==> src/rtl/reduceadd_arbiter.sv <==
// ReduceAdd arbiter: two requesters share one signed accumulator.
// The winner streams cfg_size elements, and the sum is then presented
// on a valid/ready result port.
module reduceadd_arbiter #(
    parameter int WIDTH     = 32,
    parameter int CNT_WIDTH = 7
) (
    input  logic                 CLK,
    input  logic                 RST,
    input  logic [CNT_WIDTH-1:0] cfg_size,
    input  logic                 req0_valid,
    input  logic [WIDTH-1:0]     req0_data,
    output logic                 req0_ready,
    input  logic                 req1_valid,
    input  logic [WIDTH-1:0]     req1_data,
    output logic                 req1_ready,
    output logic                 res_valid,
    output logic [WIDTH-1:0]     res_data,
    output logic                 res_id,
    input  logic                 res_ready,
    output logic                 busy
);

    typedef enum logic [1:0] {IDLE, ACCUM, DONE} state_t;

    localparam logic [CNT_WIDTH-1:0] ONE = CNT_WIDTH'(1);

    state_t               r_state;
    state_t               w_nextState;
    logic                 r_grant;
    logic                 r_last;
    logic [CNT_WIDTH-1:0] r_size;
    logic [CNT_WIDTH-1:0] r_count;
    logic [WIDTH-1:0]     r_acc;
    logic [WIDTH-1:0]     r_resData;
    logic                 r_resId;

    logic                 w_anyReq;
    logic                 w_pick;
    logic [CNT_WIDTH-1:0] w_effSize;
    logic                 w_grantValid;
    logic [WIDTH-1:0]     w_grantData;
    logic                 w_xfer;
    logic                 w_lastXfer;
    logic [WIDTH-1:0]     w_sum;

    // On a tie, the requester that was not served last wins. Otherwise the
    // only active requester wins.
    assign w_anyReq     = req0_valid | req1_valid;
    assign w_pick       = (req0_valid & req1_valid) ? ~r_last : req1_valid;
    assign w_effSize    = (cfg_size == '0) ? ONE : cfg_size;
    assign w_grantValid = r_grant ? req1_valid : req0_valid;
    assign w_grantData  = r_grant ? req1_data : req0_data;
    assign w_xfer       = (r_state == ACCUM) & w_grantValid;
    assign w_lastXfer   = w_xfer & (r_count == (r_size - ONE));
    assign w_sum        = r_acc + w_grantData;

    // Update the state register; reset returns the FSM to IDLE.
    always_ff @(posedge CLK or posedge RST) begin
        if (RST) begin
            r_state <= IDLE;
        end else begin
            r_state <= w_nextState;
        end
    end

    // Compute the next state from the current state, the requests,
    // accepted elements and result acceptance.
    always_comb begin
        w_nextState = r_state;
        case (r_state)
            IDLE:    if (w_anyReq)   w_nextState = ACCUM;
            ACCUM:   if (w_lastXfer) w_nextState = DONE;
            DONE:    if (res_ready)  w_nextState = IDLE;
            default: w_nextState = IDLE;
        endcase
    end

    // Drive the handshake outputs from the state.
    // Only the granted requester sees a ready.
    always_comb begin
        req0_ready = (r_state == ACCUM) & ~r_grant;
        req1_ready = (r_state == ACCUM) & r_grant;
        res_valid  = (r_state == DONE);
        busy       = (r_state != IDLE);
    end

    assign res_data = r_resData;
    assign res_id   = r_resId;

    // Datapath: grant and size latch, wrapping accumulation, result capture,
    // and recording the last-served requester.
    always_ff @(posedge CLK or posedge RST) begin
        if (RST) begin
            r_grant   <= 1'b0;
            r_last    <= 1'b1;
            r_size    <= '0;
            r_count   <= '0;
            r_acc     <= '0;
            r_resData <= '0;
            r_resId   <= 1'b0;
        end else begin
            case (r_state)
                IDLE: begin
                    if (w_anyReq) begin
                        r_grant <= w_pick;
                        r_size  <= w_effSize;
                        r_acc   <= '0;
                        r_count <= '0;
                    end
                end
                ACCUM: begin
                    if (w_xfer) begin
                        r_acc   <= w_sum;
                        r_count <= r_count + ONE;
                        if (w_lastXfer) begin
                            r_resData <= w_sum;
                            r_resId   <= r_grant;
                        end
                    end
                end
                DONE: begin
                    if (res_ready) begin
                        r_last <= r_grant;
                    end
                end
                default: begin
                end
            endcase
        end
    end

endmodule
==> config.mk <==
export PLATFORM = sky130hd
export DESIGN_NAME = reduceadd_arbiter
export DESIGN_NICKNAME = d
export VERILOG_FILES = /design/src/rtl/reduceadd_arbiter.sv
export SDC_FILE = /design/constraint.sdc
export NUM_CORES = 1
export LEC_CHECK = 0
export ABC_AREA = 1
export BUFFER_PORTS_ARGS = -buffer_cell sky130_fd_sc_hd__buf_2
export CORE_ASPECT_RATIO = 1.2
export CORE_MARGIN = 2
export CORE_UTILIZATION = 52
export DETAILED_ROUTE_END_ITERATION = 12
export PLACE_DENSITY = 0.87
export SLEW_MARGIN = 20
export SYNTH_ARGS = -nofsm -noshare
export SYNTH_HDL_FRONTEND = slang
export SYNTH_SLANG_ARGS = --single-unit
export TNS_END_PERCENT = 50
==> constraint.sdc <==
create_clock -name CLK -period 2.4 [get_ports CLK]
set_input_delay 0.36 -clock CLK [delete_from_list [all_inputs] [get_ports CLK]]
set_output_delay 0.36 -clock CLK [all_outputs]
set_load 0.02 [all_outputs]
After elaboration in Yosys (flattened, before gate mapping). Index checks and enable logic that the tools add are counted.

Input bits: 76. Output and inout port bits: 37. Word-level logic and storage cells: 49. Register bits after elaboration: 83.

Muxes and demuxes: 14. Eq/ne operators: 7. Add/subtract/negate cells: 3. Reductions and logical operators: 9. Bitwise logic cells: 8.

Operators with widths (count): $mux 32 (3); $pmux 32 s2 (1); $add 32x32->32 (1); $mux 7 (3); $pmux 7 s2 (1); $reduce_and 3->1 (3); $add 7x1->7 const B (1); $eq 7x7->1 (1); $logic_not 7->1 (1); $sub 7x1->7 const B (1); $mux 2 (3); $ne 2x2->1 const B (3); $pmux 2 s3 (1); $and 1x1->1 (5); $reduce_and 2->1 (2); $reduce_bool 2->1 (2); $eq 2x1->1 const B (1); $eq 2x2->1 const B (1); $logic_not 2->1 (1); $mux 1 (2); $ne 2x1->1 const B (1); $not 1->1 (2); $or 1x1->1 (1).

Logic depth before layout (Yosys ltp). Gate-level depths: netlist of the first run.

Depth after elaboration: 5. Depth in mapped cells: 18. Gate-level depth less buffers: 16.

Least setup slack after synthesis of the first run. No wires, ideal clock.

Path kind: reg2reg. From: register r_grant. To: register r_resData[16], in the netlist res_data[16]. Slack: 0.080 ns. Period minus slack after synthesis: 2.320 ns. Required time: 2.283 ns. Buffers on the path: 2. Cell stages (with the launch flop): 18. Arrival: 2.203 ns. Library setup time: 0.117 ns. Path through: dfrtp_1 buf_6 clkinv_4 clkbuf_1 nand2_1 nand2_1 ha_1 fa_1 nand3_1 nand3_1 nand3_1 nand3_1 nand2_1 nand2_1 nand2_1 nand2_1 nand2_1 nand2_1.

Cells in the longest elaborated chain, start to end: 4. Elaborated cells on any way between the ends: 6. Those cells by class: add/sub (1); mux (2); bitwise (2); reduce/logical (1).

Ends and longest elaborated chain: start, declared (line 30) `logic r_grant;`; start signal, assigned (line 106) `r_grant <= w_pick;`; branches (longest 4 deep; another with $add 32x32->32); end signal, assigned (line 117) `r_resData <= w_sum;`; end, declared (line 35) `logic [WIDTH-1:0] r_resData;`.

Several ways; the timed one is not identified. A chain may end at the register's enable or synchronous reset.

Worst setup path after layout of the first run.
From: register r_grant. To: register r_acc[22].

Cells in the longest elaborated chain, start to end: 4. Elaborated cells on any way between the ends: 8. Those cells by class: add/sub (1); eq/ne (1); mux (4); bitwise (1); reduce/logical (1).

Ends and longest elaborated chain: $mux 32 / $mux 1 (equally long branches) (line 53, 52); $add 32x32->32 / $and 1x1->1 (equally long branches) (line 56, 54); $mux 32 / $ne 2x2->1 (equally long branches); $pmux 32 s2 / $reduce_and 3->1 (equally long branches); end signal, assigned (line 114) `r_acc <= w_sum;`; end, declared (line 34) `logic [WIDTH-1:0] r_acc;`.

Several ways; a longest one is shown, not always the timed one. The select of a mux whose other input is x is not followed.

==> out/qor.txt, run 1 <==
# DRC - 0
gr usage total - 0.2781
maximum clock path buffer count - 2
Clock H-tree levels - 3
Hold Path Class - primary input to async pin
flops & latches, synth - 83
CTS Sinks - 83
maximum VDD drop - 0.6246 mV
Final nets - 1286
first-pass GRT wire length - 29360 µm
Inserted Diodes - 0
Die W - 104.6 µm
Synth Cell Area - 6317 µm²
Min Clock Period, post-route - 2.366 ns
post-synth cell types - 36
Final Cycle Share - 0.9860
first-pass iteration count of the detailed router - 5
Layout area overhead - 31.59%
syn_area_per_cell - 6.224 µm²
worst-skew pair later-pin latency - 0.36 ns
Worst-Margin Slew - 0.4431 ns
yosys warns - 0
# port buffers - 112
Max Slew Vio Count - 0
overall routed net length - 19330 µm
vias in the first global route - 6477
Initial DRC Count - 460
FP Rows - 44
synthesized netlist net count - 1125
final setup fails - 0
largest net degree at the start of global routing - 84
max cap viols - 0
crit end category - register
FF-to-FF Start - r_grant
crit start category - register
RSZ-0062 raised after global routing - yes
via/cell ratio - 5.168
CTS root buffer - clkbuf_16
DIE AREA - 13050 µm²
Post-Syn Instances - 1015
wire per inst - 14.40 µm
Arr. time, crit path - 2.61 ns
Final Power - 13.41 mW
TritonCTS buffer count - 9
core area - 12000 µm²
worst r2r dst - r_acc[22]
antenna violations before repair - 0
hold buffers post-CTS - 0
Die Y - 124.7 µm
PwrDens - 1613 nW/µm²
initial core utilization - 0.5264
critical path startpoint - r_grant
final clock skew - 0.01027 ns
Reg2Reg Depth - 17
total vias in the final route - 6936
Setup CP Type - register to register
dpl hpwl - 13460 µm
gpl congestion - 1.005
Worst setup endpoint - r_acc[22]
Leak - 4.849 nW
FMAX - 0.4226 GHz
sequential cell area fraction in the yosys report - 0.3290
grt ovf - 0
final hold vios - 0
layout cells sized above 1 - 0.2549
relative slew slack - 0.7046
worst reg2reg setup slack - 0.03 ns
Critical Path RT - 2.64 ns
status - completed
Sum Neg Setup Slack - 0 ns
CTS tree - done
Clock Pin Slew Worst Setup and Hold Paths - 0.07 ns
# IOs - 113
worst-path fanout max - 18
Routed Antenna Nets - 0
[worst max-delay path, stage by stage (launching register included)]
cell	delay (ns)
dfrtp_2	0.43
clkinv_4	0.09
buf_12	0.16
nand2_1	0.06
nand2_1	0.09
ha_4	0.30
nand2_1	0.08
inv_1	0.08
nand2_1	0.08
buf_4	0.14
nor3_2	0.15
nand2_2	0.10
nand2_4	0.11
nand2_2	0.08
nand2_1	0.08
nand2_1	0.08
nand3_1	0.09
nand2_1	0.06
[synth_stat cells]
cell type	n	area, µm²
xnor2_1	6	52.55
inv_1	143	536.8
clkbuf_1	8	30.03
ha_1	33	412.9
nor2_8	1	20.02
nand3_1	65	325.3
inv_4	1	6.260
a21o_1	1	7.510
o31ai_1	1	7.510
nor3_1	7	35.03
fa_1	1	20.02
clkinv_4	2	17.52
dfrtp_1	82	2052
nand4_1	8	50.05
nor2_4	2	22.52
buf_6	6	67.56
nand2_2	3	18.77
o21a_1	1	7.510
buf_1	1	3.750
o21bai_1	1	7.510
xor2_1	16	140.1
and2_1	4	25.02
buf_2	3	15.01
nor4_1	1	6.260
nand2_4	1	11.26
a22o_1	2	17.52
nor2_1	56	210.2
inv_2	3	11.26
a211oi_1	1	7.510
a21oi_1	23	115.1
buf_4	1	7.510
nand2_1	510	1914
nand3b_1	3	22.52
or2_2	1	6.260
o21ai_0	16	80.08
dfstp_2	1	26.28
[what timing repair did]
item | in CTS | in global routing
hold endpoints to repair | 0 | 0
endpoints found under the setup margin | 15 | 56
resized for setup | 4 | 109
buffers inserted | 0 | 3
pin swaps | 0 | 19
[metrics by stage]
| stage | cells | instance area [µm²] | setup WS [ns] | utilization | hold slack, ns |
|---|---|---|---|---|---|
| 2_1_floorplan | 1015 | 6321 | 0.08046 | - | 0.4463 |
| 3_3_place_gp | 1323 | 7390 | 0.03358 | 0.6157 | 0.4477 |
| 3_5_place_dp | 1323 | 7390 | -0.02863 | 0.6157 | 0.4533 |
| 4_1_cts | 1339 | 7711 | 0.01151 | 0.6425 | 0.1523 |
| 5_1_grt | 1342 | 8313 | -0.1089 | 0.6927 | 0.1757 |
| 6_report | 1342 | 8313 | 0.03350 | 0.6927 | 0.1214 |
[power by group]
part | leakage (nW) | switching (mW) | internal [mW]
Combinational | 3.64 | 5.75 | 3.71
Sequential | 1.06 | 0.476 | 1.99
Clock | 0.155 | 0.627 | 0.854
Total | 4.85 | 6.85 | 6.56
[area by class of cell]
class	instances	area [µm²]
Clock buffer	10	239.0
Clock inverter	6	73.82
Fill cell	1015	3689
Inverter	149	575.6
Multi-Input combinational cell	764	4123
Sequential cell	83	2079
Tap cell	161	201.4
Timing Repair Buffer	169	1021
[layout by cell type, fill, tap and decap left out, drive strengths merged, types with 10 or more instances in the layout]
master / synthesis / layout
nand2: 514 / 514
buf: 11 / 169
inv: 147 / 151
dfrtp: 82 / 82
nand3: 65 / 65
nor2: 59 / 59
ha: 33 / 33
a21oi: 23 / 23
o21ai: 16 / 16
xor2: 16 / 16
clkbuf: 8 / 10
[logic make-up (layout without fill, tap and decap cells)]
| logic type | count (synthesis) | in the layout | share of synthesized area |
|---|---|---|---|
| AO/OA/AOI/OAI | 46 | 46 | 0.03961 |
| XOR/XNOR | 22 | 22 | 0.03050 |
| adder cells (fa/ha/maj) | 34 | 34 | 0.06853 |
| buffers and inverters | 168 | 334 | 0.1101 |
| flip-flops | 83 | 83 | 0.3290 |
| AND/OR/NAND/NOR | 662 | 662 | 0.4223 |
[metal layers]
layer / up-vias / routed length (µm) / track usage
li1: 3400 / - / -
met1: 3197 / 7535 / 0.3387
met2: 264 / 9708 / 0.4960
met3: 75 / 1223 / 0.03297
met4: 0 / 861 / 0.1145
met5: - / 0 / 0
[worst min-delay path by stage]
stage / startpoint / to / cells past startpoint
floorplan: res_ready / r_state[1] / 1
global placement: res_data[11] / res_data[11] / 2
detailed placement: res_data[8] / res_data[8] / 2
CTS: RST / r_acc[15] / 3
global route: RST / r_acc[18] / 3
finish: RST / res_data[18] / 3
[flip-flops by register name (all words and copies together) (netlist names)]
signal / flops
r_acc: 32
res_data: 32
r_count: 7
r_size: 7
r_state: 2
r_grant: 1
r_last: 1
res_id: 1
Note: power is estimated with default switching activity, not from simulation.
==> inputs of run 2 (changes only) <==
ABC_AREA = 0   (was 1)
CORE_UTILIZATION = 51   (was 52)
==> out/qor.txt, run 2 <==
maximum clock path buffer count - 2 (unchanged)
DIE AREA - 12020 µm² (-7.9%)
Max Slew Vio Count - 0 (unchanged)
worst r2r dst - r_acc[28]
hold buffers post-CTS - 0 (unchanged)
flops & latches, synth - 83 (unchanged)
fin worst setup slack - -0.6265 ns (-0.6600 ns)
Routed Antenna Nets - 0 (unchanged)
Final Util - 0.7408 (+0.04818)
Post-Syn Instances - 652 (-36%)
crit end category - register
final hold vios - 0 (unchanged)
initial core utilization - 0.5207 (-0.005657)
Final Power - 13.93 mW (+3.9%)
FP Rows - 42 (-4.5%)
final instance area - 8098 µm² (-2.6%)
Clock H-tree levels - 3 (unchanged)
antenna violations before repair - 0 (unchanged)
commonest non-fill, non-tap cell in the layout - buf_4
Leak - 3.806 nW (-22%)
final clock skew - 0.009007 ns (-0.001267 ns)
Min Hold Slack - 0.06821 ns (-0.05323 ns)
CTS Sinks - 83 (unchanged)
total vias in the final route - 6316 (-8.9%)
Clock Pin Slew Worst Setup and Hold Paths - 0.07 ns (about the same)
PwrDens - 1720 nW/µm² (+6.6%)
most frequent cells after synthesis - dfrtp_1 (82), nand2_1 (81), o21ai_0 (59)
first-pass GRT wire length - 28910 µm (-1.5%)
failing checks - setup timing
Reg2Reg Depth - 11 (-6)
Synth Cell Area - 5692 µm² (-9.9%)
# port buffers - 112 (unchanged)
Yosys top cell by area - dfrtp_1
Setup CP Type - register to register
post-synth cell types - 63 (+75%)
FF-to-FF Start - r_grant
final setup fails - 54 (+54)
wire per inst - 19.09 µm (+33%)
FMAX - 0.3304 GHz (-22%)
synthesized netlist net count - 762 (-32%)
via/cell ratio - 6.297 (+22%)
Critical Path RT - 2.60 ns (-0.04 ns)
non-filler cells, final - 1003 (-25%)
Inserted Diodes - 0 (unchanged)
DP Worst Slack - -0.6688 ns (-0.6402 ns)
Arr. time, crit path - 3.23 ns (+0.62 ns)
# DRC - 0 (unchanged)
Hold Path Class - primary input to async pin
TritonCTS buffer count - 9 (unchanged)
max cap viols - 0 (unchanged)
Die W - 100.4 µm (-4.0%)
gr usage total - 0.3003 (+0.02212)
sequential cell area fraction in the yosys report - 0.3651 (+0.03616)
EDFF count, synth - 0 (unchanged)
most frequent cells in the layout - buf_4 (114), buf_2 (112), dfrtp_1 (81)
worst-skew pair later-pin latency - 0.35 ns (about the same)
first-pass iteration count of the detailed router - 5 (unchanged)
gpl congestion - 0.9095 (-9.5%)
Worst-Margin Slew - 0.7206 ns (+0.2775 ns)
relative slew slack - 0.5196 (-0.1850)
worst reg2reg setup slack - -0.63 ns (-0.66 ns)
placed inst area - 7212 µm² (-2.4%)
FFs w/ async S/R, synth - 1.000 (unchanged)
CTS tree - done
area fraction of the dominant cell type after synthesis - 0.3605 (+0.03570)
dpl hpwl - 11560 µm (-14%)
worst-path fanout max - 15 (-3)
Initial DRC Count - 589 (+28%)
syn_area_per_cell - 8.730 µm² (+40%)
Layout area overhead - 42.27%
Synth area leaders - dfrtp_1 (36%), mux2_2 (7.3%), ha_1 (7.3%)
Die Y - 119.7 µm (-4.0%)
CTS root buffer - clkbuf_16
crit start category - register
Final Cycle Share - 1.261 (+0.2750)
status - finished with violations
Sum Neg Setup Slack - -21.44 ns (-21.44 ns)
yosys warns - 0 (unchanged)
Top FF cell, synth - dfrtp_1
most common cell in the netlist - dfrtp_1
cell count after placement - 972 (-27%)
Final nets - 976 (-24%)
vias in the first global route - 6216 (-4.0%)
core area - 10930 µm² (-8.9%)
layout cells sized above 1 - 0.4237 (+0.1688)
# IOs - 113 (unchanged)
Min Clock Period, post-route - 3.027 ns (+0.6600 ns)
overall routed net length - 19140 µm (-0.96%)
grt ovf - 0 (unchanged)
largest net degree at the start of global routing - 70 (-17%)
maximum VDD drop - 0.9143 mV (+46%)
RSZ-0062 raised after global routing - yes
[run 2: changes by cell type after synthesis, moves of 7 or more]
cell | previous run | this run
o31ai_1 | 1 | 13
nand3_1 | 65 | 48
inv_1 | 143 | 12
clkbuf_1 | 8 | 17
nand2b_1 | 0 | 7
a31oi_1 | 0 | 7
a21oi_1 | 23 | 41
nand2_1 | 510 | 81
a21o_1 | 1 | 9
xnor2_1 | 6 | 14
o21ai_0 | 16 | 59
mux2_2 | 0 | 37
[run 2: power breakdown]
group	internal [mW]	switching [mW]	total, mW
combinational	4.48	5.37	9.85
sequential	2.03	0.485	2.51
clock	0.972	0.594	1.57
total	7.48	6.45	13.9
[run 2: repair_timing]
action,in CTS,in global routing
cloned,0,0
buffers inserted,11,4
pin swaps,20,10
endpoints found under the hold margin,0,0
gates resized for setup,58,33
setup endpoints to repair,53,57
[run 2: cell families (layout without fill, tap and decap cells)]
| group | count (synthesis) | count (layout) | synth area share |
|---|---|---|---|
| and+or+nand+nor | 253 | 253 | 0.2150 |
| DFF | 83 | 83 | 0.3651 |
| muxes | 38 | 38 | 0.07496 |
| xor gates and xnor gates | 32 | 32 | 0.04924 |
| adders and majority gates | 34 | 34 | 0.07606 |
| AOI/OAI and AO/OA | 171 | 171 | 0.1880 |
| buffers and inverters | 41 | 260 | 0.03165 |
[run 2: area by class of cell]
class | count | area, µm²
multi-input combinational | 528 | 3949
inverter | 12 | 48.80
sequential | 83 | 2079
fill | 692 | 2833
timing repair buffer | 232 | 1519
tap | 132 | 165.2
clock buffer | 11 | 252.7
clock inverter | 5 | 83.83
[run 2: how the worst max path moves through the flow]
stage / startpoint / end / slack (ns) / depth (start not counted)
4_1_cts: r_grant / res_data[17] / -0.53 / 10
2_1_floorplan: r_grant / res_data[17] / -0.54 / 11
3_3_place_gp: r_grant / res_data[29] / -0.57 / 10
3_5_place_dp: r_grant / res_data[29] / -0.67 / 10
6_report: r_grant / r_acc[28] / -0.63 / 11
5_1_grt: r_grant / r_acc[28] / -0.82 / 11
[run 2: routing by layer]
metal	vias to the layer above	wire (µm)	track usage
li1	2804	-	-
met1	2976	7130	0.3475
met2	400	9430	0.5176
met3	136	1370	0.05358
met4	0	1211	0.1695
met5	-	0	0
[run 2: critical path, stage by stage (launching register included)]
cell and delay, ns:
dfrtp_2 0.42, buf_12 0.17, mux2_2 0.35, ha_2 0.38, nand3_1 0.18, nor2_2 0.18, buf_4 0.14, nand4_1 0.20
nand4_1 0.23, nand4_1 0.21, a21oi_1 0.29, o31ai_1 0.12
